### src/rtl/mul_arbiter_pkg.sv
// Shared constants and types for the round-robin arbitrated fixed-point multiplier.
// Build option: MUL_ARBITER_SAT_EN enables result saturation (see mul_arbiter.sv).
package mul_arbiter_pkg;

    localparam int unsigned DATA_WIDTH_DEF = 32;
    localparam int unsigned FRAC_BITS_DEF  = 10;
    localparam int unsigned IDX_W          = 3;

    typedef logic signed [DATA_WIDTH_DEF-1:0] fxp_t;

    typedef struct packed {
        logic             valid;
        logic [IDX_W-1:0] owner;
        fxp_t             payload;
    } stage_t;

endpackage

### src/rtl/mul_arbiter_rr.sv
// Round-robin grant: first valid requester at or after the pointer, with pointer register.
module mul_arbiter_rr
    import mul_arbiter_pkg::*;
#(
    parameter int unsigned NUM_REQ = 4
) (
    input  logic               clock,
    input  logic               reset,
    input  logic [NUM_REQ-1:0] valid,
    output logic [NUM_REQ-1:0] grant,
    output logic [IDX_W-1:0]   grant_idx,
    output logic               accept
);

    localparam int unsigned PTR_W = $clog2(NUM_REQ);

    logic [PTR_W-1:0] ptr;
    logic [PTR_W-1:0] idx;

    always_comb begin
        grant     = '0;
        grant_idx = '0;
        accept    = 1'b0;
        idx       = '0;
        if (!reset) begin
            for (int unsigned off = 0; off < NUM_REQ; off++) begin
                idx = PTR_W'((32'(ptr) + off) % NUM_REQ);
                if (!accept && valid[idx]) begin
                    accept     = 1'b1;
                    grant[idx] = 1'b1;
                    grant_idx  = IDX_W'(idx);
                end
            end
        end
    end

    always_ff @(posedge clock) begin
        if (reset) begin
            ptr <= '0;
        end else if (accept) begin
            ptr <= PTR_W'((32'(grant_idx) + 32'd1) % NUM_REQ);
        end
    end

endmodule

### src/rtl/mul_arbiter.sv
// NUM_REQ requesters share one 3-stage signed fixed-point multiplier, results in accept order.
// Define MUL_ARBITER_SAT_EN to clamp out-of-range results and report rsp_overflow.
module mul_arbiter
    import mul_arbiter_pkg::*;
#(
    parameter int unsigned NUM_REQ    = 4,
    parameter int unsigned DATA_WIDTH = DATA_WIDTH_DEF,
    parameter int unsigned FRAC_BITS  = FRAC_BITS_DEF
) (
    input  logic                          clock,
    input  logic                          reset,
    input  logic [NUM_REQ-1:0]            req_valid,
    output logic [NUM_REQ-1:0]            req_ready,
    input  logic [NUM_REQ*DATA_WIDTH-1:0] req_a,
    input  logic [NUM_REQ*DATA_WIDTH-1:0] req_b,
    output logic [NUM_REQ-1:0]            rsp_valid,
    output logic [DATA_WIDTH-1:0]         rsp_data,
    output logic                          rsp_overflow
);

    localparam int unsigned PROD_W = 2 * DATA_WIDTH;

    logic [IDX_W-1:0] grant_idx;
    logic             accept;

    logic                         s1_valid;
    logic [IDX_W-1:0]             s1_owner;
    logic signed [DATA_WIDTH-1:0] s1_a;
    logic signed [DATA_WIDTH-1:0] s1_b;

    logic                     s2_valid;
    logic [IDX_W-1:0]         s2_owner;
    logic signed [PROD_W-1:0] s2_prod;

    logic signed [PROD_W-1:0] shifted;
    logic [DATA_WIDTH-1:0]    scaled;
    logic                     ovf;

    stage_t s3;
    logic   s3_ovf;

    mul_arbiter_rr #(
        .NUM_REQ (NUM_REQ)
    ) u_rr (
        .clock     (clock),
        .reset     (reset),
        .valid     (req_valid),
        .grant     (req_ready),
        .grant_idx (grant_idx),
        .accept    (accept)
    );

    always_ff @(posedge clock) begin
        if (reset) begin
            s1_valid <= 1'b0;
            s1_owner <= '0;
            s1_a     <= '0;
            s1_b     <= '0;
            s2_valid <= 1'b0;
            s2_owner <= '0;
            s2_prod  <= '0;
        end else begin
            s1_valid <= accept;
            s1_owner <= grant_idx;
            s1_a     <= req_a[32'(grant_idx)*DATA_WIDTH +: DATA_WIDTH];
            s1_b     <= req_b[32'(grant_idx)*DATA_WIDTH +: DATA_WIDTH];
            s2_valid <= s1_valid;
            s2_owner <= s1_owner;
            s2_prod  <= s1_a * s1_b;
        end
    end

    // Q-format rescale; floor division by 2^FRAC_BITS via arithmetic shift
    always_comb begin
        shifted = s2_prod >>> FRAC_BITS;
        scaled  = shifted[DATA_WIDTH-1:0];
        ovf     = 1'b0;
`ifdef MUL_ARBITER_SAT_EN
        if (!((&shifted[PROD_W-1:DATA_WIDTH-1]) || !(|shifted[PROD_W-1:DATA_WIDTH-1]))) begin
            ovf    = 1'b1;
            scaled = shifted[PROD_W-1] ? {1'b1, {(DATA_WIDTH-1){1'b0}}}
                                       : {1'b0, {(DATA_WIDTH-1){1'b1}}};
        end
`endif
    end

`ifndef MUL_ARBITER_SAT_EN
    logic unused_high_bits;
    assign unused_high_bits = ^shifted[PROD_W-1:DATA_WIDTH];
`endif

    always_ff @(posedge clock) begin
        if (reset) begin
            s3     <= '0;
            s3_ovf <= 1'b0;
        end else if (s2_valid) begin
            s3.valid   <= 1'b1;
            s3.owner   <= s2_owner;
            s3.payload <= fxp_t'(scaled);
            s3_ovf     <= ovf;
        end else begin
            s3     <= '0;
            s3_ovf <= 1'b0;
        end
    end

    assign rsp_valid    = s3.valid ? (NUM_REQ'(1) << s3.owner) : '0;
    assign rsp_data     = s3.payload[DATA_WIDTH-1:0];
    assign rsp_overflow = s3_ovf;

endmodule
### config.mk
export PLATFORM = sky130hd
export DESIGN_NAME = mul_arbiter
export DESIGN_NICKNAME = d
export VERILOG_FILES = /design/src/rtl/mul_arbiter_pkg.sv /design/src/rtl/mul_arbiter_rr.sv /design/src/rtl/mul_arbiter.sv
export SDC_FILE = /design/constraint.sdc
export NUM_CORES = 2
export LEC_CHECK = 0
export ABC_AREA = 1
export CORE_ASPECT_RATIO = 1.2
export CORE_MARGIN = 1.5
export CORE_UTILIZATION = 61
export DETAILED_ROUTE_END_ITERATION = 16
export HOLD_SLACK_MARGIN = 0.08
export PLACE_DENSITY = 0.94
export REMOVE_ABC_BUFFERS = 1
export SLEW_MARGIN = 15
export SYNTH_ARGS = -nofsm -noshare
export SYNTH_HDL_FRONTEND = slang
export SYNTH_SLANG_ARGS = --single-unit
### constraint.sdc
create_clock -name clock -period 7.9 [get_ports clock]
set_input_delay 0.79 -clock clock [delete_from_list [all_inputs] [get_ports clock]]
set_output_delay 0.79 -clock clock [all_outputs]
set_load 0.02 [all_outputs]
### Word-level counts from Yosys, hierarchy flattened

Cells that the tools add are included.
Widths: inputs -> output; s select.

* add/sub/neg operators: 4
* multipliers: 1
* divide/modulo/power cells: 0
* order comparisons: 8
* eq/ne operators: 0
* shifts and indexed selects: 3
* mux-type cells: 39
* bitwise operators: 4
* reduce and logical (&&, ||, !) cells: 11

Operators with widths (count)
* $shiftx 128x9->32: 2
* $mul 32x32->42: 1
* $mux 36: 1
* $mux 4: 9
* $mux 1: 16
* $lt 2x3->1 const B: 4
* $or 4x4->4: 3
* $mux 2: 5
* $bmux 1 s2: 4
* $demux 1 s2: 4
* $ge 2x1->1 const B: 4
* $logic_and 1x1->1: 7
* $add 2x1->2 const B: 2
* $add 2x2->2 const B: 2
* $shl 1x3->4 const A: 1
* $logic_not 1->1: 3
* $reduce_or 2->1: 1
* $not 1->1: 1

* flip-flop bits (word level): 152
* latch bits: 0
* memory bits (writable): 0
* memory bits (read-only): 0
* input port bits: 262
* output and inout bits: 41
* word-level logic and storage cells: 81
* memories: 0

### Logic depth before layout (Yosys ltp)

* depth in word-level cells: 17
* depth in mapped cells: 36
* gate-level depth less buffers: 34

### By module

A second synthesis with hierarchy kept.

* cell total of the unflattened synthesis: 4481
* area, all modules: 32935.3 µm²

Modules (own cells, without submodules)
* mul_arbiter: instances 1, cells an instance 4369, area each 32258.4 µm², seq. area each 2802.7 µm²
* mul_arbiter_rr: instances 1, cells an instance 112, area each 676.9 µm², seq. area each 40.0 µm²

### Worst setup path before layout

No wires, ideal clock.

* path kind: register to register
* start point: register s1_a[12]
* end point: register s2_prod[40]
* library setup time: 0.122 ns
* data arrival time: 6.416 ns
* data required time: 7.778 ns
* setup slack: 1.362 ns
* stages on the path, launching flop included: 28
* buffers on the path: 2
* period minus slack after synthesis: 6.538 ns
* cells stage by stage: dfxtp_1 > clkbuf_1 > buf_1 > nand2_1 > inv_1 > fa_1 > fa_1 > fa_1 > inv_1 > fa_1 > inv_1 > fa_1 > inv_1 > fa_1 > inv_1 > fa_1 > fa_1 > ha_1 > nand2_1 > inv_1 > a21oi_1 > inv_1 > a21oi_1 > o21ai_0 > a21oi_1 > o21ai_0 > o21ai_0 > a21oi_1

* longest elaborated chain between the ends: 1

Ends and longest elaborated chain
* start: declaration: line mul_arbiter.sv:28 `logic signed [DATA_WIDTH-1:0] s1_a;`
* start signal: assignment: line mul_arbiter.sv:65 `s1_a <= req_a[32'(grant_idx)*DATA_WIDTH +: DATA_WIDTH];`
* $mul 32x32->42: line mul_arbiter.sv:69 `s2_prod <= s1_a * s1_b;`
* end signal: assignment: line mul_arbiter.sv:69
* end: declaration: line mul_arbiter.sv:33 `logic signed [PROD_W-1:0] s2_prod;`

Every way passes these cells.
A chain may end at the register's enable or synchronous reset.

### Worst setup path after layout

* start point: register s1_a[21]
* end point: register s2_prod[37]

Same word-level chain as after synthesis.

==> flow_summary.ini <==
[floorplanning]
dieArea_um2 = 55300
die_w_um = 215
pin_count = 303
core_area_um2 = 53400
die_h_um = 257
rows = 93
initial_utilization_pct = 61.5

[worst_setup_path]
crit_top_cell = fa_1
cp_num_buf_inv = 7
max_stage_delay_ns = 0.92
end_kind = register
path_class = register to register
cpMaxStageDelayCell = dfxtp_1
timing.rr.end = s2_prod[37]
worstSetupStartpointType = register
rr_worst_depth = 24
worst-endpoint-required_ns = 8.31
cp_max_fo = 15
critical-path-top-delay-family = adder cells
rrSetupSlack_ns = 0.27
path_cells = buf_4 > nand2_1 > inv_1 > fa_1 > inv_1 > fa_1 > fa_1 > fa_1 > inv_1 > fa_1 > fa_1 > fa_1 > inv_1 > fa_1 > inv_1 > ha_1 > nand2_1 > nor2_1 > inv_1 > nor4_1 > o21ai_0 > nand3_1 > o21ai_0 > a21oi_1
crit_arrival_ns = 8.04
r2r_start = s1_a[21]

[grt]
antenna_found_initial = 6
grt_overflow = 0
grt_max_degree = 102
grt_pass1_wl_um = 174000
grt_pass1_vias = 34000
grt_usage_pct = 41.6

[synthesis]
yosysWarnings = 0
synthArstFlopShare_pct = 0
ys_seq_area_share_pct = 8.47
synth_top_area_share_pct = 42.3
synth_cell_type_count = 44
syn_inst = 4476
netlist_top_cells_area = fa_1 (42%), inv_1 (16%), nand2_1 (14%)
synth_edf_count = 0
synth_seq_cells = 139
synthFlopType = dfxtp_1
avgSynthCellArea_um2 = 7.34
yosys.area.top_type = fa_1
syn_area_um2 = 32900

[sta]
finalCriticalPeriod_ns = 7.63
hold_ws_ns = 0.401
fin_tns_setup_ns = 0
worst_slack_ns = 0.274
clock_skew_ns = 0.0253
drv_slew = 0
setup_viol = 0
hold_viol_final = 0
max_slew_margin_pct = 11.6
fin_crit_sh_pct = 96.5
worstMarginPinSlew_ns = 1.32
rsz0062_at_grt = no
max_freq_ghz = 0.131

[clock_tree]
clk_path_buf_depth = 2
clock_sinks = 139
cts_tree = yes
cts_buffers = 17
post_cts.repair.setup_buffers = 0
clkLatencyLatePin_ns = 0.49
htree_levels = 4
cts_root_buffer = clkbuf_16
clk_pin_slew_ns = 0.08

[min_path]
hp-start = s2_prod[27]
hold_depth = 2
hold_class = register to register
holdPathEnd = rsp_data[17]

[drt]
first_pass_iters = 9
drc = 0
route.met2.wl_um = 51500
highest_layer = met5
routed_wirelength_um = 111000
drtIter0Drc = 3583
wl_per_cell_um = 20.6
vias = 30600
final_antenna_net_count = 0
vias_per_cell = 5.70
wl_met1_um = 32200
route.met3.wl_um = 14200

[placed_design]
dpl.hpwl_um = 83000
portBuffers = 301
pre_cts_ws_ns = 0.539
gp_congestion = 0.993

[layout]
final_util_pct = 69.2
drive_above_1_share_pct = 3.31
layout_common_cells = inv_1 (1375), nand2_1 (1183), fa_1 (694)
area_growth_pct = 12.4
nets = 5763
final_common_cell = inv_1

[job]
drv_cap = 0

[run_status]
status = completed
## worst register-to-register path, cell delays in order (launching register included)
cell and delay (ns):
dfxtp_1 0.92, buf_4 0.33, nand2_1 0.08, inv_1 0.13, fa_1 0.45, inv_1 0.09
fa_1 0.50, fa_1 0.55, fa_1 0.54, inv_1 0.15, fa_1 0.62, fa_1 0.45
fa_1 0.50, inv_1 0.05, fa_1 0.48, inv_1 0.04, ha_1 0.34, nand2_1 0.13
nor2_1 0.27, inv_1 0.09, nor4_1 0.36, o21ai_0 0.15, nand3_1 0.14, o21ai_0 0.08
a21oi_1 0.13
## sequential cells by signal (all words and copies together), names as in the netlist
signal	count
u_rr.ptr	2
s3	3
s1_owner	2
s2_prod	32
s2_owner	2
s1_a	32
s2_valid	1
rsp_data	32
s1_valid	1
s1_b	32
## logic make-up after synthesis
| family | count (synthesis) | share of synthesized area [%] |
|---|---|---|
| simple gates | 1527 | 18.3 |
| flops | 139 | 8.47 |
| compound gates | 305 | 4.90 |
| fa+ha+maj | 859 | 48.6 |
| other cells | 1 | 0.0114 |
| buf+inv | 1630 | 19.4 |
| xor+xnor | 15 | 0.423 |
## routing by layer
metal	global-route usage (%)	vias up
li1	-	12800
met1	41.8	14200
met2	67.0	2425
met3	15.3	1087
met4	38.6	10
met5	1.23	-
## per-stage QoR
step                      std cells  cell area, um2
after floorplan                4228           31700
after global placement         5335           36300
after detailed placement       5335           36300
after CTS                      5367           36900
after global routing           5367           36900
final                          5369           36900
## synth_stat cells, types with 12 or more instances
library cell	count
nor2_1	184
inv_1	1376
buf_4	46
ha_1	165
nand3_1	124
buf_2	21
o21a_1	12
buf_1	17
clkbuf_1	157
a21oi_1	90
dfxtp_1	139
nand2_1	1183
o21ai_0	102
o21ai_1	79
fa_1	694
## layout make-up
cell class                 instances  area (um2)
antenna                            2        5.00
clock buffer                      17         425
timing repair buffer             395        3760
multi-input combinational       2707       23700
clock inverter                    15         173
fill                            3795       16500
sequential                       139        2790
inverter                        1382        5190
tap                              712         891
## how the worst max path moves through the flow
| stage | endpoint | cells past startpoint | start |
|---|---|---|---|
| final | s2_prod[37] | 24 | s1_a[21] |
| after CTS | s2_prod[40] | 26 | s1_b[5] |
| after global placement | s2_prod[40] | 26 | s1_b[5] |
| after global routing | s2_prod[40] | 26 | s1_b[5] |
| after detailed placement | s2_prod[40] | 26 | s1_b[5] |
| after floorplan | s2_prod[37] | 23 | s1_b[2] |
## timing repair
item	in CTS	in global routing
hold buffers	0	0
gates resized for setup	0	2
setup endpoints to repair	0	4
Power is not shown: default switching activity piles up to over one toggle a cycle in this logic, so the estimate is an artifact.
